File: src/rtl/inst_fetch.sv
// -----------------------------------------------------------------------------
// inst_fetch
//   Instruction fetch stage. Owns the program counter, presents it to a
//   combinational instruction memory, and loads the fetched word into the IF/ID
//   pipeline register. A four-state controller (BOOT, RUN, HALT, ERR) handles
//   stalls, taken branches/jumps, the halt instruction and misaligned targets.
//
// Ports
//   clk_i              rising-edge clock
//   rst_i              synchronous active-high reset
//   imem_addr_o        byte address to instruction memory (always the PC)
//   imem_clear_o       forces memory read data to zero outside RUN
//   imem_inst_i        combinational read data for imem_addr_o
//   stall_i            hold PC and IF/ID
//   redirect_valid_i   taken branch/jump: flush IF/ID and load redirect_target_i
//   redirect_target_i  new PC, used only when redirect_valid_i is set
//   if_id_pc_o         PC of the instruction in IF/ID
//   if_id_inst_o       instruction in IF/ID
//   if_id_valid_o      IF/ID holds a real instruction (0 = bubble)
//   halted_o           fetch stopped (HALT or ERR)
//   misalign_err_o     sticky flag: a redirect target was not word aligned
//   fetch_count_o      instructions loaded into IF/ID since reset (wraps)
// -----------------------------------------------------------------------------
module inst_fetch #(
  parameter logic [31:0] RESET_PC  = 32'h0000_0000,
  parameter logic [31:0] HALT_INST = 32'h0010_0073
) (
  input  logic        clk_i,
  input  logic        rst_i,
  output logic [31:0] imem_addr_o,
  output logic        imem_clear_o,
  input  logic [31:0] imem_inst_i,
  input  logic        stall_i,
  input  logic        redirect_valid_i,
  input  logic [31:0] redirect_target_i,
  output logic [31:0] if_id_pc_o,
  output logic [31:0] if_id_inst_o,
  output logic        if_id_valid_o,
  output logic        halted_o,
  output logic        misalign_err_o,
  output logic [31:0] fetch_count_o
);

  typedef enum logic [1:0] {
    ST_BOOT = 2'd0,
    ST_RUN  = 2'd1,
    ST_HALT = 2'd2,
    ST_ERR  = 2'd3
  } state_e;

  // A target is usable only if it lands on a 32-bit instruction boundary.
  function automatic logic is_word_aligned(input logic [1:0] addr_lsb);
    return (addr_lsb == 2'b00);
  endfunction

  state_e      state_q,        state_d;
  logic [31:0] pc_q,           pc_d;
  logic [31:0] if_id_pc_q,     if_id_pc_d;
  logic [31:0] if_id_inst_q,   if_id_inst_d;
  logic        if_id_valid_q,  if_id_valid_d;
  logic [31:0] fetch_count_q,  fetch_count_d;
  logic        misalign_q,     misalign_d;
  logic        halted_q,       halted_d;
  logic        imem_clear_q,   imem_clear_d;

  // Next-state and datapath decisions for one cycle.
  always_comb begin
    state_d       = state_q;
    pc_d          = pc_q;
    if_id_pc_d    = if_id_pc_q;
    if_id_inst_d  = if_id_inst_q;
    if_id_valid_d = if_id_valid_q;
    fetch_count_d = fetch_count_q;
    misalign_d    = misalign_q;

    case (state_q)
      ST_BOOT: begin
        // One settling cycle: memory is still cleared, nothing is loaded.
        state_d = ST_RUN;
      end

      ST_RUN, ST_HALT: begin
        if (redirect_valid_i) begin
          // Redirect wins over stall and halt detection; the wrong-path
          // instruction in IF/ID is squashed either way.
          if_id_pc_d    = 32'h0000_0000;
          if_id_inst_d  = 32'h0000_0000;
          if_id_valid_d = 1'b0;
          if (is_word_aligned(redirect_target_i[1:0])) begin
            pc_d    = redirect_target_i;
            state_d = ST_RUN;
          end else begin
            misalign_d = 1'b1;
            state_d    = ST_ERR;
          end
        end else if (state_q == ST_HALT) begin
          // The halt instruction stays visible for exactly one unstalled cycle.
          if (!stall_i) begin
            if_id_valid_d = 1'b0;
          end else begin
            if_id_valid_d = if_id_valid_q;
          end
        end else if (stall_i) begin
          state_d = ST_RUN;
        end else begin
          if_id_pc_d    = pc_q;
          if_id_inst_d  = imem_inst_i;
          if_id_valid_d = 1'b1;
          fetch_count_d = fetch_count_q + 32'd1;
          // The halt word is delivered downstream but the PC parks on it.
          if (imem_inst_i == HALT_INST) begin
            state_d = ST_HALT;
          end else begin
            pc_d    = pc_q + 32'd4;
            state_d = ST_RUN;
          end
        end
      end

      ST_ERR: begin
        // Terminal: only reset leaves this state.
        if_id_valid_d = 1'b0;
        state_d       = ST_ERR;
      end

      default: begin
        state_d = ST_BOOT;
      end
    endcase

    // Status outputs are registered from the next state so they line up
    // with the state register itself.
    halted_d     = (state_d == ST_HALT) || (state_d == ST_ERR);
    imem_clear_d = (state_d != ST_RUN);
  end

  // State and pipeline register update with synchronous reset.
  always_ff @(posedge clk_i) begin
    if (rst_i) begin
      state_q       <= ST_BOOT;
      pc_q          <= RESET_PC;
      if_id_pc_q    <= 32'h0000_0000;
      if_id_inst_q  <= 32'h0000_0000;
      if_id_valid_q <= 1'b0;
      fetch_count_q <= 32'h0000_0000;
      misalign_q    <= 1'b0;
      halted_q      <= 1'b0;
      imem_clear_q  <= 1'b1;
    end else begin
      state_q       <= state_d;
      pc_q          <= pc_d;
      if_id_pc_q    <= if_id_pc_d;
      if_id_inst_q  <= if_id_inst_d;
      if_id_valid_q <= if_id_valid_d;
      fetch_count_q <= fetch_count_d;
      misalign_q    <= misalign_d;
      halted_q      <= halted_d;
      imem_clear_q  <= imem_clear_d;
    end
  end

  assign imem_addr_o    = pc_q;
  assign imem_clear_o   = imem_clear_q;
  assign if_id_pc_o     = if_id_pc_q;
  assign if_id_inst_o   = if_id_inst_q;
  assign if_id_valid_o  = if_id_valid_q;
  assign halted_o       = halted_q;
  assign misalign_err_o = misalign_q;
  assign fetch_count_o  = fetch_count_q;

  inst_fetch_chk u_chk (
    .clk_i          (clk_i),
    .rst_i          (rst_i),
    .halted_i       (halted_q),
    .imem_clear_i   (imem_clear_q),
    .misalign_err_i (misalign_q)
  );

endmodule

// -----------------------------------------------------------------------------
// inst_fetch_chk
//   Property checker for inst_fetch status outputs.
//
// Ports
//   clk_i, rst_i     clock and synchronous reset of the checked block
//   halted_i         halted output
//   imem_clear_i     memory clear output
//   misalign_err_i   sticky misalignment flag
// -----------------------------------------------------------------------------
module inst_fetch_chk (
  input logic clk_i,
  input logic rst_i,
  input logic halted_i,
  input logic imem_clear_i,
  input logic misalign_err_i
);

  // A stopped fetch unit must never let memory data through.
  a_halt_clears : assert property (@(posedge clk_i) disable iff (rst_i)
    halted_i |-> imem_clear_i);

  // A misaligned redirect always leaves fetch stopped.
  a_err_halts : assert property (@(posedge clk_i) disable iff (rst_i)
    misalign_err_i |-> halted_i);

  // The error flag only clears through reset.
  a_err_sticky : assert property (@(posedge clk_i) disable iff (rst_i)
    misalign_err_i |=> misalign_err_i);

endmodule

File: config.mk
export PLATFORM = sky130hd
export DESIGN_NAME = inst_fetch
export DESIGN_NICKNAME = d
export VERILOG_FILES = /design/src/rtl/inst_fetch.sv
export SDC_FILE = /design/constraint.sdc
export NUM_CORES = 1
export LEC_CHECK = 0
export ABC_AREA = 0
export CAP_MARGIN = 20
export CORE_MARGIN = 2
export CORE_UTILIZATION = 46
export CTS_CLUSTER_SIZE = 20
export DETAILED_ROUTE_END_ITERATION = 8
export PLACE_DENSITY_LB_ADDON = 0.2
export SYNTH_ARGS = -nofsm -noshare
export SYNTH_HDL_FRONTEND = slang
export SYNTH_SLANG_ARGS = --single-unit
File: constraint.sdc
create_clock -name clk_i -period 2.8 [get_ports clk_i]
set_clock_uncertainty 0.2 [all_clocks]
set_input_delay 0.7 -clock clk_i [delete_from_list [all_inputs] [get_ports clk_i]]
set_output_delay 0.7 -clock clk_i [all_outputs]
set_load 0.005 [all_outputs]
==> results of run 1 <==
-- state kept, by name, summed over array words and instances (netlist names) --
signal	count
fetch_count_o	32
halted_o	1
if_id_inst_o	32
if_id_pc_o	32
if_id_valid_o	1
imem_addr_o	32
imem_clear_o	1
misalign_err_o	1
state_q	2
-- layout make-up --
cell class | instances | share of cell area
clock buffers | 22 | 0.0526
multi-input cells | 519 | 0.349
inverters | 19 | 0.00792
flip-flops and latches | 134 | 0.298
well taps | 176 | 0.0244
repair buffers | 241 | 0.262
clock inverters | 10 | 0.00611
-- where the power goes --
group	total, mW	switching (mW)	leakage, nW	internal, mW
sequential	1.99	0.0410	1.08	1.95
clock	2.01	0.820	0.265	1.19
combinational	0.491	0.240	1.78	0.251
total	4.49	1.10	3.13	3.38
-- path summary, 6_finish.rpt --
| kind | from | to | slack (ns) | cells past startpoint |
|---|---|---|---|---|
| max | imem_inst_i[27] | imem_addr_o[28]$_SDFFE_PP0P_ | 0.16 | 9 |
| min | if_id_pc_o[18]$_SDFFE_PP0P_ | if_id_pc_o[18]$_SDFFE_PP0P_ | 0.30 | 2 |
| max reg2reg | state_q[1]$_SDFF_PP0_ | imem_addr_o[28]$_SDFFE_PP0P_ | 0.24 | 8 |
| min reg2reg | if_id_pc_o[18]$_SDFFE_PP0P_ | if_id_pc_o[18]$_SDFFE_PP0P_ | 0.30 | 2 |
-- kinds of logic after synthesis --
| logic type | share of synthesized area |
|---|---|
| adder cells (fa/ha/maj) | 0.0102 |
| AND/OR/NAND/NOR | 0.246 |
| AO/OA/AOI/OAI | 0.226 |
| buffers and inverters | 0.0509 |
| XOR/XNOR | 0.0286 |
| flip-flops | 0.439 |
-- through the flow --
stage                     total power, mW   util  setup TNS (ns)  instances
after detailed placement             2.51  0.646           -7.90       1089
after global routing                 4.63  0.686               0       1121
after CTS                            4.50  0.686               0       1121
after global placement               2.50  0.646           -4.82       1089
final                                4.49  0.686               0       1121
after floorplan                      2.23      -               0        732
-- synthesized netlist by cell type, types with 16 or more instances --
| master | count | share of area |
|---|---|---|
| a21oi_1 | 41 | 0.034 |
| a22oi_1 | 73 | 0.090 |
| and3_1 | 16 | 0.016 |
| clkbuf_1 | 44 | 0.027 |
| dfxtp_1 | 134 | 0.44 |
| inv_1 | 18 | 0.011 |
| nand2_1 | 50 | 0.031 |
| nand3_1 | 28 | 0.023 |
| nand4_1 | 18 | 0.018 |
| nor2_1 | 117 | 0.072 |
| nor4_1 | 17 | 0.017 |
| o32ai_1 | 16 | 0.023 |
| xnor2_1 | 16 | 0.023 |
-- critical path: cells and delay by family --
kind	cells	cell delay, ns
buffers and inverters	4	0.92
AOI/OAI and AO/OA	2	0.46
and+or+nand+nor	3	0.67
-- metal layers --
metal | vias up | global-route usage | routed length, µm
met3 | 36 | 0.0752 | 1540
met2 | 301 | 0.455 | 9370
met1 | 3145 | 0.350 | 8440
met4 | 0 | 0.108 | 456
met5 | - | 0 | 0
li1 | 3120 | - | -
-- cell usage in the layout, fill, tap and decap left out, types with 18 or more instances in the layout --
master and n:
dfxtp_1 134, buf_4 38, a22oi_1 73, nand3_1 28, clkdlybuf4s50_1 197, a21oi_1 41
inv_1 18, nand4_1 18, nor2_1 117, nand2_1 50
==> flow_summary.yaml, run 1 <==
synthesis:
  netlist_area_um2: 6120
  syn-num-nets: 805
  yosysUniqueCellTypes: 57
  synth-edff-count: 0
  synth_warnings: 0
  synthFlopType: "dfxtp_1"
  async_flop_share: 0
  syn-instance-count: 732
  seq_area_frac_synth: 0.439
  ys_ff_latch: 134
  syn-mean-instance-area_um2: 8.36
sta:
  finalSetupViolations: 0
  setup_slack_ns: 0.158
  worst_pin_slew_ns: 0.597
  rsz0062_at_grt: "false"
  hold_viol_final: 0
  timing.slew.headroom: 0.597
  fmaxAchievable_mhz: 379
  fin_crit_sh: 0.944
  slew_violations: 0
  hold_ws_ns: 0.296
  fin_crit_ns: 2.64
floorplanning:
  ios: 200
  initial_utilization: 0.466
  die_area_um2: 14200
  die_x_um: 119
  die_h_um: 119
  coreArea_um2: 13100
  rows: 42
worst_setup_path:
  end_kind: "register"
  required_ns: 2.93
  slowest_delay_ns: 0.44
  start_kind: "input port"
  crit_type: "input port to register"
  crit_fanout: 19
  cp_slowest_cell: "clkdlybuf4s50_1"
  worst_ep_arrival_time_ns: 2.77
  path_cells: "clkdlybuf4s50_1 -> nor4_1 -> buf_4 -> nand4_1 -> o21ai_2 -> buf_12 -> buf_12 -> nand3_1 -> a41oi_1"
  cpMostUsedCell: "buf_12"
clock_tree:
  ctsResizeCount: 0
  cts_root_buf: "clkbuf_16"
  path_clk_slew_ns: 0.06
  cts_tree: "yes"
  numCtsBuffers: 17
  postCtsHoldBufs: 0
  clkLatencyLatePin_ns: 0.42
  htreeDepth: 4
  cts_sinks: 134
  post_cts_buffers: 0
  cts_buffer_depth: 2
global_route:
  first_global_vias: 6408
  grt_max_degree: 47
  track_usage: 0.278
  grt_pass1_wl_um: 32100
  antenna_found_initial: 0
  grt_overflow: 0
cells_and_area:
  nets: 1005
  multi_input_area_um2: 3140
  n_antenna_cell: 0
  seq_area_um2: 2680
  area_delta_synth_final_pct: 47.3
  stdcell_area_um2: 9010
  fillers: 1042
  layout-drive-gt1-share: 0.0963
run_status:
  status: "completed"
power:
  cellPowerDensity_nw_per_um2: 498
  ir_worst_vdd_mv: 0.411
  p_leak_nw: 3.13
drt:
  first_iter_violations: 699
  drt-wirelength-per-cell_um: 17.7
  drtPass1Iterations: 5
  vias: 6602
  drc: 0
  ant_nets: 0
  via_per_inst: 5.89
  drt-total-wl_um: 19800
hold_path:
  hp-class: "register to register"
placed_design:
  postPlaceCellArea_um2: 8480
  preCtsSetupSlack_ns: -0.257
  port_buffers: 199
  place.gp.congestion: 0.889
  dp_hpwl_um: 13700
run:
  max_cap_viol_count: 0
Note: power is estimated with default switching activity, not from simulation.
==> run 2: changes to the inputs <==
--- a/config.mk
+++ b/config.mk
@@ -12,6 +12,7 @@
 export CTS_CLUSTER_SIZE = 20
 export DETAILED_ROUTE_END_ITERATION = 8
 export PLACE_DENSITY_LB_ADDON = 0.2
+export SLEW_MARGIN = 40
 export SYNTH_ARGS = -nofsm -noshare
 export SYNTH_HDL_FRONTEND = slang
 export SYNTH_SLANG_ARGS = --single-unit
==> results of run 2 <==
Final layout, timing and power as in run 1 (identical DEF).
==> run 3: changes to the inputs <==
--- a/config.mk
+++ b/config.mk
@@ -6,7 +6,6 @@
 export NUM_CORES = 1
 export LEC_CHECK = 0
 export ABC_AREA = 0
-export CAP_MARGIN = 20
 export CORE_MARGIN = 2
 export CORE_UTILIZATION = 46
 export CTS_CLUSTER_SIZE = 20
==> results of run 3 <==
Final layout, timing and power as in run 1 (identical DEF).
